**src/rtl/ram_reader.sv**
```systemverilog
// ram_reader: scans a single-port synchronous RAM one word at a time and
// services 4-phase write requests. Writes have priority over reads.
// Scans are paced by a DIV-cycle tick when run=1, or by step rising edges
// when run=0.
// Optional feature: define RAM_READER_CHECKSUM_EN to produce a per-pass sum
// of the words read.
module ram_reader #(
  parameter int unsigned DIV    = 50000000,
  parameter int unsigned ADDR_W = 5,
  parameter int unsigned DATA_W = 4
) (
  input  logic                     clock,
  input  logic                     resetn,
  input  logic                     run,
  input  logic                     step,
  input  logic                     wr_req,
  input  logic [ADDR_W-1:0]        wr_addr,
  input  logic [DATA_W-1:0]        wr_data,
  output logic                     wr_ack,
  output logic [ADDR_W-1:0]        ram_address,
  output logic [DATA_W-1:0]        ram_data,
  output logic                     ram_wren,
  input  logic [DATA_W-1:0]        ram_q,
  output logic [ADDR_W-1:0]        rd_addr,
  output logic [DATA_W-1:0]        rd_data,
  output logic                     rd_valid,
  output logic                     pass_done,
  output logic [ADDR_W+DATA_W-1:0] checksum
);

  localparam int unsigned CNT_W = (DIV > 1) ? $clog2(DIV) : 1;
  localparam int unsigned SUM_W = ADDR_W + DATA_W;

  typedef enum logic [2:0] {IDLE, READ, CAPT, WRITE, WACK} state_t;

  state_t            state, state_d;
  logic [CNT_W-1:0]  tick_cnt;
  logic              tick;
  logic              step_q;
  logic              step_rise;
  logic              pending;
  logic [ADDR_W-1:0] scan_ptr, scan_ptr_d;
  logic              capture;
  logic              last_word;
  logic [ADDR_W-1:0] ram_address_d;
  logic [DATA_W-1:0] ram_data_d;
  logic              ram_wren_d;
  logic              wr_ack_d;

  assign tick      = run && (tick_cnt == CNT_W'(DIV - 1));
  assign step_rise = step && !step_q;
  assign capture   = (state == CAPT);
  assign last_word = (scan_ptr == {ADDR_W{1'b1}});

  // Scan pacing counter: free-runs 0..DIV-1 while run=1, held at 0 otherwise
  always_ff @(posedge clock or negedge resetn) begin
    if (!resetn) begin
      tick_cnt <= '0;
    end else if (!run || tick) begin
      tick_cnt <= '0;
    end else begin
      tick_cnt <= tick_cnt + CNT_W'(1);
    end
  end

  // Step edge history and single-entry read request flag
  always_ff @(posedge clock or negedge resetn) begin
    if (!resetn) begin
      step_q  <= 1'b0;
      pending <= 1'b0;
    end else begin
      step_q <= step;
      if (state_d == READ) begin
        pending <= 1'b0;
      end else if (tick || (step_rise && !run)) begin
        pending <= 1'b1;
      end
    end
  end

  // FSM state register
  always_ff @(posedge clock or negedge resetn) begin
    if (!resetn) begin
      state    <= IDLE;
      scan_ptr <= '0;
    end else begin
      state    <= state_d;
      scan_ptr <= scan_ptr_d;
    end
  end

  // Next state, scan pointer and next values of the RAM-side outputs
  always_comb begin
    state_d    = state;
    scan_ptr_d = scan_ptr;
    unique case (state)
      IDLE: begin
        if (wr_req) begin
          state_d = WRITE;
        end else if (pending) begin
          state_d = READ;
        end
      end
      READ:  state_d = CAPT;
      CAPT: begin
        state_d    = IDLE;
        scan_ptr_d = scan_ptr + ADDR_W'(1);
      end
      WRITE: state_d = WACK;
      WACK: begin
        if (!wr_req) begin
          state_d = IDLE;
        end
      end
      default: state_d = IDLE;
    endcase

    ram_wren_d    = (state_d == WRITE);
    wr_ack_d      = (state_d == WACK);
    ram_address_d = ram_wren_d ? wr_addr : scan_ptr_d;
    ram_data_d    = ram_wren_d ? wr_data : '0;
  end

  // Registered outputs, aligned with the state they belong to
  always_ff @(posedge clock or negedge resetn) begin
    if (!resetn) begin
      ram_address <= '0;
      ram_data    <= '0;
      ram_wren    <= 1'b0;
      wr_ack      <= 1'b0;
      rd_addr     <= '0;
      rd_data     <= '0;
      rd_valid    <= 1'b0;
      pass_done   <= 1'b0;
    end else begin
      ram_address <= ram_address_d;
      ram_data    <= ram_data_d;
      ram_wren    <= ram_wren_d;
      wr_ack      <= wr_ack_d;
      rd_valid    <= capture;
      pass_done   <= capture && last_word;
      if (capture) begin
        rd_addr <= scan_ptr;
        rd_data <= ram_q;
      end
    end
  end

`ifdef RAM_READER_CHECKSUM_EN
  logic [SUM_W-1:0] acc;

  // Per-pass sum; published together with pass_done
  always_ff @(posedge clock or negedge resetn) begin
    if (!resetn) begin
      acc      <= '0;
      checksum <= '0;
    end else if (capture) begin
      if (last_word) begin
        checksum <= acc + SUM_W'(ram_q);
        acc      <= '0;
      end else begin
        acc <= acc + SUM_W'(ram_q);
      end
    end
  end
`else
  assign checksum = '0;
`endif

endmodule

```
**config.mk**
```make
export PLATFORM = sky130hd
export DESIGN_NAME = ram_reader
export DESIGN_NICKNAME = d
export VERILOG_FILES = /design/src/rtl/ram_reader.sv
export SDC_FILE = /design/constraint.sdc
export NUM_CORES = 1
export LEC_CHECK = 0
export ABC_CLOCK_PERIOD_IN_PS = 1850
export BUFFER_PORTS_ARGS = -buffer_cell sky130_fd_sc_hd__buf_2
export CAP_MARGIN = 15
export CELL_PAD_IN_SITES_DETAIL_PLACEMENT = 0
export CELL_PAD_IN_SITES_GLOBAL_PLACEMENT = 2
export CORE_UTILIZATION = 37
export CTS_BUF_LIST = sky130_fd_sc_hd__clkbuf_8
export CTS_CLUSTER_SIZE = 10
export DETAILED_ROUTE_END_ITERATION = 16
export PLACE_DENSITY = 0.82
export SLEW_MARGIN = 25
export SYNTH_ARGS = -nofsm -noshare
export SYNTH_HDL_FRONTEND = slang
export SYNTH_SLANG_ARGS = --single-unit
```
**constraint.sdc**
```tcl
create_clock -name clock -period 1.85 [get_ports clock]
set_input_delay 0.185 -clock clock [delete_from_list [all_inputs] [get_ports clock]]
set_output_delay 0.185 -clock clock [all_outputs]
set_load 0.02 [all_outputs]
```
==> impl_metrics.json <==
{
  "vias_per_cell": 4.89,
  "post_cts_buffers": 0,
  "initial_core_util": 0.388,
  "final_cell_mix": "dfrtp_1 (58), buf_2 (39), nand2_1 (17)",
  "drv_slew": 0,
  "start_kind": "flip-flop",
  "final_common_cell": "dfrtp_1",
  "crit_start": "scan_ptr[0]$_DFF_PN0_",
  "ios": 49,
  "relSlewSlack": 0.586,
  "num_antenna_cells": 0,
  "crit_required_ns": 2.07,
  "die_w_microns": 86.8,
  "crit_path_max_fanout": 4,
  "grt_max_degree": 27,
  "end_kind": "flip-flop",
  "drcViolationCount": 0,
  "cts_tree": "done",
  "nets": 305,
  "timing.fmax_mhz": 574,
  "path_cells": "ha_1, and3_1, ha_1, mux2_2, mux2_2",
  "grt_pass1_wl_microns": 9030,
  "cpMaxStageDelayCell": "dfrtp_1",
  "std_cell_rows": 30,
  "synth_cells": 230,
  "r2r_slack_ns": 0.11,
  "path_clk_slew_ns": 0.07,
  "gp_congestion": 0.748,
  "critPathKind": "reg -> reg",
  "coreArea_sq_um": 6870,
  "antenna_found_initial": 0,
  "yosysSeqAreaShare": 0.545,
  "tns_ns": 0,
  "setup_violations": 0,
  "ys_seq_elements": 58,
  "first_pass_iters": 4,
  "power_density_nw_per_um2": 1280,
  "hold_class": "in -> reg",
  "cts_max_path_buffers": 2,
  "yosysTopAreaCell": "dfrtp_1",
  "min_period_over_period": 0.942,
  "vias": 1882,
  "avgSynthCellArea_sq_um": 11.6,
  "dp_hpwl_microns": 3650,
  "tightest_slew_ns": 0.621,
  "rsz0062_at_grt": "no",
  "drive_gt1_frac": 0.311,
  "status": "finished clean",
  "hold_viol_final": 0,
  "leakage_uw": 0.00147,
  "die_h_microns": 86.8,
  "fin_skew_ns": 0.00626,
  "dp.cells": 367,
  "r2r_start": "scan_ptr[0]$_DFF_PN0_",
  "grt_usage": 0.158,
  "yosys_warnings": 0,
  "worstSkewPairLatency_ns": 0.34,
  "worst-r2r-cell-count": 5,
  "area_growth_pct": 19.7,
  "numPortBuffers": 39,
  "netlist.area_leader.share": 0.545,
  "dieArea_sq_um": 7540,
  "cp_slowest_stage_delay_ns": 0.42,
  "first_iter_violations": 98,
  "clock-root-buffer": "clkbuf_8",
  "period_minus_slack_ns": 1.74,
  "numClockSinks": 58,
  "grt_overflow": 0,
  "drv_cap": 0,
  "wl_microns": 5100,
  "drtAntennaViolNets": 0,
  "ys_types": 37,
  "endpoint": "ram_address[4]$_DFF_PN0_",
  "first_global_vias": 1844,
  "synth.area.top_cells": "dfrtp_1 (55%), mux2_2 (6.8%), xnor2_1 (2.6%), buf_4 (2.5%), nand2_1 (2.4%)",
  "reg2reg_to": "ram_address[4]$_DFF_PN0_",
  "syn-cell-area_sq_um": 2660,
  "peakVddDrop_v": 0.000652,
  "post_drt_wl_per_cell_microns": 13.2,
  "tritoncts.num_buffers": 9,
  "crit_arrival_ns": 1.96,
  "htreeDepth": 3,
  "layout.cells.non_filler": 385
}
==> cell type report <==
cell class	instances	area [sq um]
fillers	662	3680
well taps	96	120
flip-flops and latches	58	1450
multi-input cells	160	1100
repair buffers	52	310
clock buffers	10	138
inverters	3	11.3
clock inverters	6	57.6
==> per-stage QoR <==
step	total power, uW	setup slack (ns)	area [sq um]	util	hold slack (ns)
6_report	4080	0.107	3190	0.464	0.0762
5_1_grt	4320	0.0387	3190	0.464	0.0667
4_1_cts	4130	0.101	3190	0.464	0.0654
3_5_place_dp	2960	0.112	2970	0.432	0.241
3_3_place_gp	2920	0.131	2970	0.432	0.237
2_1_floorplan	2550	0.194	2690	-	-0.111
==> repair_timing <==
action | 4_1_cts | 5_1_grt
endpoints found under the setup margin | 0 | 1
hold buffers | 2 | 0
gates resized for setup | 0 | 1
endpoints found under the hold margin | 25 | 0
==> Yosys cell counts <==
cell type	count
o31a_1	1
xnor2_1	8
and2_1	5
dfrtp_1	58
buf_4	9
conb_1	1
o31ai_4	1
nand4_1	5
or4_1	4
nor4_1	2
ha_1	3
and3_1	7
o21ai_0	8
nor3b_2	1
a21oi_1	12
xor2_1	6
nand4_4	2
inv_1	3
nor2_1	14
mux2_2	16
nand3b_1	2
nor4b_1	2
o21a_1	1
buf_6	4
nand3_1	8
clkbuf_2	1
or3_1	8
nand4_2	1
or4_4	1
and4_1	2
buf_2	3
and4_2	1
a21oi_2	1
o31ai_1	7
nor3b_1	2
nand2_1	17
nor3_1	3
==> worst min path at each step <==
stage          startpoint                  endpoint  slack, ns  cells past startpoint
6_report         ram_q[2]    rd_data[2]$_DFFE_PN0P_       0.08                      2
3_3_place_gp       resetn  ram_address[1]$_DFF_PN0_       0.24                      1
4_1_cts        wr_addr[1]  ram_address[1]$_DFF_PN0_       0.07                      2
3_5_place_dp       resetn  ram_address[1]$_DFF_PN0_       0.24                      1
2_1_floorplan      resetn       pass_done$_DFF_PN0_      -0.11                      0
5_1_grt          ram_q[2]    rd_data[2]$_DFFE_PN0P_       0.07                      2
==> power breakdown <==
part | leakage (uW) | internal (uW) | switching, uW | total (uW)
clock | 0.000107 | 649 | 513 | 1160
sequential | 0.000760 | 1570 | 178 | 1740
combinational | 0.000607 | 532 | 638 | 1170
total | 0.00147 | 2750 | 1330 | 4080
==> cells by family (layout without fill, tap and decap cells) <==
family / after synthesis / in the layout / synth area share
xor gates and xnor gates: 14 / 14 / 0.0461
other: 1 / 9 / 0.00141
muxes: 16 / 16 / 0.0677
adders and majority gates: 3 / 3 / 0.0141
and+or+nand+nor: 87 / 87 / 0.197
AOI/OAI and AO/OA: 31 / 31 / 0.0747
buffers and inverters: 20 / 71 / 0.0540
DFF: 58 / 58 / 0.545
==> per-layer routing <==
metal	routed length, microns	track usage
met4	128	0.0864
met1	2460	0.214
met3	156	0.0352
met2	2360	0.236
met5	0	0
==> state kept, by name, indices dropped and copies added, names as in the netlist, 3 cells and up <==
signal	flops
ram_address	5
state	3
scan_ptr	5
rd_addr	5
ram_data	4
rd_data	4
tick_cnt	26
==> critical path, delay by kind of cell (launching register included) <==
family | cells | cell delay, ns
muxes | 2 | 0.53
and+or+nand+nor | 1 | 0.18
adders and majority gates | 2 | 0.49
DFF | 1 | 0.42
Note: power is estimated with default switching activity, not from simulation.
